===== config.mk =====
export PLATFORM = sky130hd
export DESIGN_NAME = axi_lite_reg_slv
export DESIGN_NICKNAME = d
export VERILOG_FILES = /design/src/rtl/axi_lite_reg_slv.sv
export SDC_FILE = /design/constraint.sdc
export NUM_CORES = 1
export LEC_CHECK = 0
export BUFFER_PORTS_ARGS = -buffer_cell sky130_fd_sc_hd__buf_4
export CORE_AREA = 2 2 160 162
export DETAILED_ROUTE_END_ITERATION = 6
export DIE_AREA = 0 0 162 164
export PLACE_DENSITY = 0.77
export RECOVER_POWER = 25
export SKIP_LAST_GASP = 1
export SYNTH_ARGS = -nofsm -noshare
export SYNTH_HDL_FRONTEND = slang
export SYNTH_SLANG_ARGS = --single-unit

===== constraint.sdc =====
create_clock -name clk_i -period 2 [get_ports clk_i]
set_clock_uncertainty 0.2 [all_clocks]
set_input_delay 0 -clock clk_i [delete_from_list [all_inputs] [get_ports clk_i]]
set_output_delay 0 -clock clk_i [all_outputs]
set_load 0.03 [all_outputs]

===== src/rtl/axi_lite_reg_slv.sv =====
// axi_lite_reg_slv -- AXI4-Lite subordinate with a bank of NoRegs registers.
//   Registers are AXI-writable with per-byte strobes (unless marked ReadOnly),
//   hardware-loadable (load beats a same-cycle AXI write), and presented flat
//   on reg_q_o. reg_wr_o pulses for one cycle per register updated over AXI.
// Ports:
//   clk_i, rst_ni       clock, async active-low reset
//   axi_req_i/axi_rsp_o AXI4-Lite request / response structs
//   reg_load_i, reg_d_i per-register hardware load enable / data
//   reg_q_o             register contents
//   reg_wr_o            per-register AXI write notification pulse

package axi_lite_reg_slv_pkg;
  localparam logic [1:0] RespOkay   = 2'b00;
  localparam logic [1:0] RespSlvErr = 2'b10;
  localparam logic [1:0] RespDecErr = 2'b11;

  typedef struct packed { logic [31:0] addr; } ax_t;
  typedef struct packed { logic [31:0] data; logic [3:0] strb; } w_t;
  typedef struct packed { logic [1:0] resp; } b_t;
  typedef struct packed { logic [31:0] data; logic [1:0] resp; } r_t;

  typedef struct packed {
    ax_t  aw;
    logic aw_valid;
    w_t   w;
    logic w_valid;
    logic b_ready;
    ax_t  ar;
    logic ar_valid;
    logic r_ready;
  } req_t;

  typedef struct packed {
    logic aw_ready;
    logic w_ready;
    b_t   b;
    logic b_valid;
    logic ar_ready;
    r_t   r;
    logic r_valid;
  } rsp_t;
endpackage

module axi_lite_reg_slv
  import axi_lite_reg_slv_pkg::*;
#(
  parameter int unsigned NoRegs    = 4,
  parameter int unsigned AddrWidth = 32,
  parameter int unsigned DataWidth = 32,
  parameter logic [NoRegs-1:0]                ReadOnly = '0,
  parameter logic [NoRegs-1:0][DataWidth-1:0] RstVal   = '0,
  parameter type axi_lite_req_t = axi_lite_reg_slv_pkg::req_t,
  parameter type axi_lite_rsp_t = axi_lite_reg_slv_pkg::rsp_t
) (
  input  logic                               clk_i,
  input  logic                               rst_ni,
  input  axi_lite_req_t                      axi_req_i,
  output axi_lite_rsp_t                      axi_rsp_o,
  input  logic [NoRegs-1:0]                  reg_load_i,
  input  logic [NoRegs-1:0][DataWidth-1:0]   reg_d_i,
  output logic [NoRegs-1:0][DataWidth-1:0]   reg_q_o,
  output logic [NoRegs-1:0]                  reg_wr_o
);
  localparam int unsigned StrbW = DataWidth / 8;
  localparam int unsigned OffW  = $clog2(StrbW);

  typedef enum logic { WrIdle, WrBresp } wr_state_e;
  typedef enum logic { RdIdle, RdRresp } rd_state_e;

  wr_state_e wr_state_q, wr_state_d;
  rd_state_e rd_state_q, rd_state_d;

  logic [NoRegs-1:0][DataWidth-1:0] reg_q;
  logic [NoRegs-1:0]                reg_wr_q;
  logic [1:0]                       b_resp_q, wr_resp;
  logic [DataWidth-1:0]             r_data_q, rd_data_sel;
  logic [1:0]                       r_resp_q;

  logic [AddrWidth-1:0] aw_word, ar_word;
  logic [NoRegs-1:0]    wr_sel, rd_sel;
  logic                 wr_hs, rd_hs, wr_ok;
  logic [DataWidth-1:0] wr_old, wr_new;

  // Word index over the full address width: any set upper bit decodes to
  // out of range rather than aliasing onto a register.
  assign aw_word = axi_req_i.aw.addr >> OffW;
  assign ar_word = axi_req_i.ar.addr >> OffW;

  // AW and W are only ever taken together.
  assign wr_hs = (wr_state_q == WrIdle) && axi_req_i.aw_valid && axi_req_i.w_valid;
  assign rd_hs = (rd_state_q == RdIdle) && axi_req_i.ar_valid;

  always_comb begin
    wr_sel      = '0;
    rd_sel      = '0;
    wr_old      = '0;
    rd_data_sel = '0;  // stays 0 for an out-of-range read
    for (int i = 0; i < NoRegs; i++) begin
      wr_sel[i] = (aw_word == AddrWidth'(i));
      rd_sel[i] = (ar_word == AddrWidth'(i));
      if (wr_sel[i]) wr_old = reg_q[i];
      if (rd_sel[i]) rd_data_sel = reg_q[i];
    end
  end

  always_comb begin
    wr_new = wr_old;
    for (int b = 0; b < StrbW; b++)
      if (axi_req_i.w.strb[b]) wr_new[b*8 +: 8] = axi_req_i.w.data[b*8 +: 8];
  end

  always_comb begin
    wr_resp = RespOkay;
    wr_ok   = 1'b0;
    if (wr_sel == '0)               wr_resp = RespDecErr;
    else if ((wr_sel & ReadOnly) != '0) wr_resp = RespSlvErr;
    else                            wr_ok   = wr_hs;
  end

  // Next-state logic for both channel FSMs.
  always_comb begin
    wr_state_d = wr_state_q;
    rd_state_d = rd_state_q;
    case (wr_state_q)
      WrIdle:  if (wr_hs) wr_state_d = WrBresp;
      WrBresp: if (axi_req_i.b_ready) wr_state_d = WrIdle;
      default: wr_state_d = WrIdle;
    endcase
    case (rd_state_q)
      RdIdle:  if (rd_hs) rd_state_d = RdRresp;
      RdRresp: if (axi_req_i.r_ready) rd_state_d = RdIdle;
      default: rd_state_d = RdIdle;
    endcase
  end

  always_ff @(posedge clk_i or negedge rst_ni) begin
    if (!rst_ni) begin
      wr_state_q <= WrIdle;
      rd_state_q <= RdIdle;
      b_resp_q   <= '0;
      r_data_q   <= '0;
      r_resp_q   <= '0;
      reg_wr_q   <= '0;
    end else begin
      wr_state_q <= wr_state_d;
      rd_state_q <= rd_state_d;
      reg_wr_q   <= wr_ok ? wr_sel : '0;
      if (wr_hs) b_resp_q <= wr_resp;
      if (rd_hs) begin
        r_data_q <= rd_data_sel;  // pre-edge contents
        r_resp_q <= (rd_sel != '0) ? RespOkay : RespDecErr;
      end
    end
  end

  // Hardware load takes priority over a same-cycle AXI write.
  always_ff @(posedge clk_i or negedge rst_ni) begin
    if (!rst_ni) begin
      reg_q <= RstVal;
    end else begin
      for (int i = 0; i < NoRegs; i++) begin
        if (reg_load_i[i])           reg_q[i] <= reg_d_i[i];
        else if (wr_ok && wr_sel[i]) reg_q[i] <= wr_new;
      end
    end
  end

  always_comb begin
    axi_rsp_o          = '0;
    axi_rsp_o.aw_ready = wr_hs;
    axi_rsp_o.w_ready  = wr_hs;
    axi_rsp_o.b_valid  = (wr_state_q == WrBresp);
    axi_rsp_o.b.resp   = b_resp_q;
    axi_rsp_o.ar_ready = (rd_state_q == RdIdle);
    axi_rsp_o.r_valid  = (rd_state_q == RdRresp);
    axi_rsp_o.r.data   = r_data_q;
    axi_rsp_o.r.resp   = r_resp_q;
  end

  assign reg_q_o  = reg_q;
  assign reg_wr_o = reg_wr_q;

endmodule


* Word level (Yosys, flattened, before mapping)
Index checks and enable logic that the tools add are counted.
** Operators by class
- Add/subtract/negate cells :: 0
- Multiply operators :: 0
- Div/mod/pow operators :: 0
- Magnitude comparators :: 0
- Equality and inequality tests :: 6
- Shift-type cells :: 0
- Multiplexer cells :: 30
- Bitwise logic cells :: 2
- Reductions and logical operators :: 15
** Operators with widths (count)
- 2-to-1 mux 32 bit :: 16
- == test 30 x 2 -> 1 bit (second input constant) :: 4
- logical NOT 32 bit :: 2
- == test 30 x 1 -> 1 bit (second input constant) :: 2
- 2-to-1 mux 8 bit :: 4
- nonzero test 2 bit :: 4
- logical AND 1 bit :: 7
- 2-to-1 mux 1 bit :: 5
- logical NOT 4 bit :: 1
- 2-to-1 mux 2 bit :: 2
- 2-to-1 mux 4 bit :: 1
- case mux 1 bit (2 select lines) :: 2
- nonzero test 4 bit :: 1
- inverter 1 bit :: 2
** Storage, ports and cells
- Register bits :: 170
- Latch bits :: 0
- RAM bits :: 0
- Memory bits (read-only) :: 0
- Input bits :: 239
- Output and inout bits :: 173
- Logic and storage cells :: 63
- Memories kept :: 0

* Depth between registers and ports, before layout
- Depth after elaboration :: 8
- Mapped depth :: 7

* Least setup slack after synthesis
Ideal clock, no wire load.
- Path type :: flip-flop to flip-flop
- Start :: register wr_state_q
- End :: register reg_q (netlist bit reg_q_o[0])
- Library setup time :: 87 ps
- Arrival time :: 1834 ps
- Slack :: -120 ps
- Cell stages (with the launch flop) :: 8
- Buffers on the path :: 3
- Path through :: dfrtp_1 nand3b_4 or3_1 clkbuf_1 or4_4 buf_6 buf_6 o211ai_1
** On the way
- Word-level cells in the longest chain between the ends :: 6
** RTL lines
- start, declared :: line 70 : wr_state_e wr_state_q, wr_state_d;
- start signal, assigned :: line 138 : wr_state_q <= WrIdle;
- start signal, assigned :: line 145 : wr_state_q <= wr_state_d;
- inverter 1 bit
- logical AND 1 bit (2 in series) :: line 90 : assign wr_hs = (wr_state_q == WrIdle) && axi_req_i.aw_valid && axi_req_i.w_valid;
- 2-to-1 mux 1 bit :: line 115 : if (wr_sel == '0) wr_resp = RespDecErr;
- logical AND 1 bit :: line 163 : else if (wr_ok && wr_sel[i]) reg_q[i] <= wr_new;
- nonzero test 2 bit (no line)
- end signal, assigned :: line 159 : reg_q <= RstVal;
- end signal, assigned by index :: line 162 : if (reg_load_i[i]) reg_q[i] <= reg_d_i[i];
- end signal, assigned by index :: line 163
- end, declared :: line 73 : logic [NoRegs-1:0][DataWidth-1:0] reg_q;
No other way between the ends.
A chain may end at the register's enable or synchronous reset.

* Final worst setup path
- Start :: register wr_state_q
- End :: register reg_q (netlist bit reg_q_o[27])
The elaborated chain is that of the path after synthesis.

==> results by group <==
GRT
  • Global-route wire length before repair: 78700 um
  • Gr ovfl total: 0
  • Met1 usage: 48.8%
  • Global Route Usage Sum: 39.3%
  • Met3 Usage GRT: 11.8%
  • GR Layer Usage met2: 60.6%
  • Initial antenna violation count: 2
  • Pin count of the biggest net entering global routing: 81
  • Global route hottest layer: met2
  • Vias in the first global route: 13400

Power
  • Power share of the combinational group: 30.1%
  • P_sw: 0.00351 W
  • Clock share of power: 32.0%
  • Worst IR Drop VDD: 420 uV
  • Int Power: 0.00691 W
  • PwrDens: 613 mW/mm^2
  • Flop pwr share: 37.9%
  • Pleak: 7.17 nW
  • Sw frac: 33.7%

Clocking
  • H-Tree Depth: 4
  • Max clock buf depth: 2
  • TritonCTS clock tree: yes
  • Root buffer cell: clkbuf_16
  • Worst-path clk slew: 0.07 ns
  • Worst-Skew Late Latency: 0.43 ns
  • TritonCTS Buffers: 17
  • Clock sinks: 168

Synth
  • Syn nets: 1291
  • Distinct cells, synth: 37
  • Avg Cell Area, Syn: 9.93 um^2
  • Synth area leaders: dfrtp_1 40%, mux4_2 14%, o311ai_0 7.4%
  • Yosys top cell area share: 40.2%
  • Mapped Cells: 1052
  • Synth Cell Area: 0.0105 mm^2
  • Yosys reg bits: 168
  • Warnings, synthesis: 0
  • Largest area contributor in the netlist: dfrtp_1
  • Register area share after synthesis: 40.2%

Routing
  • Drt total wl: 53900 um
  • Number of remaining DRC errors: 0
  • Iter 0 DRT Violations: 1657
  • Routed wire length per instance: 27.2 um
  • Detail Route Antenna Nets: 0
  • Vias: 13100
  • Routed vias/inst: 6.60
  • Pre-antenna DRT Iters: 7

Cells and area
  • NumNets Final: 1879
  • FF/Latch Area: 0.00420 mm^2
  • Layout cell share with drive strength beyond 1: 35.7%
  • Fill cells: 1841
  • Area of the multi-input gates: 0.00565 mm^2
  • Final Core Density: 68.5%
  • Layout area overhead: 62.6%

Floorplan
  • Die width: 162 um
  • Core Box Area: 0.0248 mm^2
  • DIE HEIGHT: 164 um
  • Row cnt: 58
  • Die ar.: 0.0266 mm^2
  • Initial Utilization: 42.1%
  • Top-Level Pins: 412

Run status
  • Status: finished with violations
  • Violated checks: negative hold slack, negative setup slack

STA
  • Setup TNS: -5.12 ns
  • Slew @ Worst Pin: 0.872 ns
  • Final Hold Vio Count: 2
  • RSZ-0062 raised after global routing: true
  • Fin crit share: 109%
  • Fin crit period: 2.18 ns
  • Hold slack: -0.00615 ns
  • Pins Over Slew Limit: 0
  • Worst slew margin: 41.9%
  • Fmax: 458 MHz
  • # setup viols final: 80
  • Setup WS post-layout: -0.184 ns

Critical path
  • WP buf/inv: 1
  • Worst Setup End Kind: flop
  • Type of origin of the critical path: flop
  • Crit path cell chain: nand3b_4, or3_4, buf_4, o311ai_1, o211ai_1
  • Worst EP required: 2.08 ns
  • Crit-path max cell delay: 0.44 ns
  • CP delay by family, top: compound AO/OA/AOI/OAI gates
  • Critical path class: reg -> reg
  • CP max stage cell: o311ai_1
  • Crit path DAT: 2.27 ns
  • Crit path max fanout: 19

Run
  • Max-Cap Viols: 0

Placed design
  • IO buf count: 407
  • Gpl congestion: 0.878
  • Dpl hpwl: 32600 um

Min path
  • Hold Crit Class: in -> reg
power groups by stage:
stage	sequential (W)	combinational, W	clock (W)
after floorplan	0.00434	0.000960	0
after global placement	0.00397	0.00260	0
after detailed placement	0.00398	0.00264	0
after CTS	0.00392	0.00301	0.00333
after global routing	0.00397	0.00326	0.00350
final	0.00395	0.00313	0.00333
logic make-up after synthesis:
group / count (synthesis) / share of synthesized area [%]
flops: 168 / 40.2
simple gates: 297 / 13.7
compound gates: 349 / 24.9
mux: 64 / 13.8
buf+inv: 174 / 7.41
sequential cells by signal, summed over array words and instances (netlist names):
| name | cells |
|---|---|
| reg_q_o | 128 |
| r_data_q | 32 |
| reg_wr_o | 4 |
| b_resp_q | 1 |
| r_resp_q | 1 |
| rd_state_q | 1 |
| wr_state_q | 1 |
cells in the final DEF, fill, tap and decap left out, types with 24 or more instances in the layout:
cell	instances
a21oi_1	32
mux4_2	64
o211ai_1	88
nand2b_1	32
buf_4	431
o31ai_1	26
dfrtp_1	168
a31oi_1	33
o31a_1	32
nand2_1	162
dlygate4sd3_1	216
o311ai_0	55
o21ai_0	28
clkbuf_1	24
inv_1	45
nor2b_1	33
nor3_1	33
final timing paths:
path | from | to | slack, ns | depth (start not counted)
max | wr_state_q$_DFF_PN0_ | reg_q_o[27]$_DFFE_PN0P_ | -0.18 | 5
min in group asynchronous | rst_ni | reg_q_o[3]$_DFFE_PN0P_ | 0.87 | 4
min reg2reg | r_data_q[0]$_DFFE_PN0P_ | r_data_q[0]$_DFFE_PN0P_ | 0.28 | 2
min | axi_req_i[33] | r_data_q[5]$_DFFE_PN0P_ | -0.006 | 5
max reg2reg | wr_state_q$_DFF_PN0_ | reg_q_o[27]$_DFFE_PN0P_ | -0.18 | 5
max in group asynchronous | rst_ni | reg_q_o[52]$_DFFE_PN0P_ | 0.05 | 4
routing by layer:
| layer | part of all wire [%] | vias up |
|---|---|---|
| met4 | 7.1 | 0 |
| met3 | 14 | 373 |
| li1 | - | 5234 |
| met1 | 34 | 6170 |
| met2 | 45 | 1325 |
| met5 | 0 | - |
cells in the mapped netlist:
cell type	number
a41o_1	1
or3_1	1
o311ai_0	88
and3_1	1
nand4_1	6
o211ai_1	88
a21oi_1	32
o21ai_0	28
nor4_2	1
nor3_1	33
nand2b_1	32
o21ai_1	6
buf_2	13
nand2_1	165
o31ai_1	32
nor2_1	4
nand3b_1	1
or4_4	2
o221ai_2	4
and4_1	1
buf_1	8
buf_6	11
a21boi_0	1
nor2b_1	33
nand3b_4	1
buf_4	6
or4_1	3
mux4_2	64
nor4_1	12
inv_1	46
a31oi_1	33
inv_2	1
nand3_1	1
o221ai_1	4
o31a_1	32
dfrtp_1	168
clkbuf_1	89
repair_timing:
item,in CTS,in global routing
pin swaps,2,20
gates resized for setup,15,54
cloned,3,3
hold buffers,216,1
setup buffers,3,3
hold endpoints to repair,300,12
endpoints found under the setup margin,96,101
final cells by class:
class / instances / share of cell area [%]
clock inverter: 14 / 0.817
sequential: 168 / 24.7
inverter: 47 / 1.04
timing repair buffer: 696 / 35.1
tap: 330 / 2.43
antenna: 3 / 0.0442
multi-input combinational: 710 / 33.3
clock buffer: 18 / 2.59
worst min-delay path, cell delays in order:
cell and delay (ns):
buf_4 0.08, or4_1 0.09, or4_1 0.14, buf_12 0.19, o21ai_1 0.09
per-stage QoR:
step	cells	total power (W)	area (um^2)	setup WS [ns]	hold slack, ns
after floorplan	1052	0.00530	10500	-0.111	-0.496
after global placement	1723	0.00657	14000	-0.273	-0.253
after detailed placement	1723	0.00662	14000	-0.274	-0.250
after CTS	1977	0.0103	16900	-0.111	0.00385
after global routing	1983	0.0107	17000	-0.183	0.0325
final	1986	0.0104	17000	-0.184	-0.00615
(Power assumes the default switching activity.)
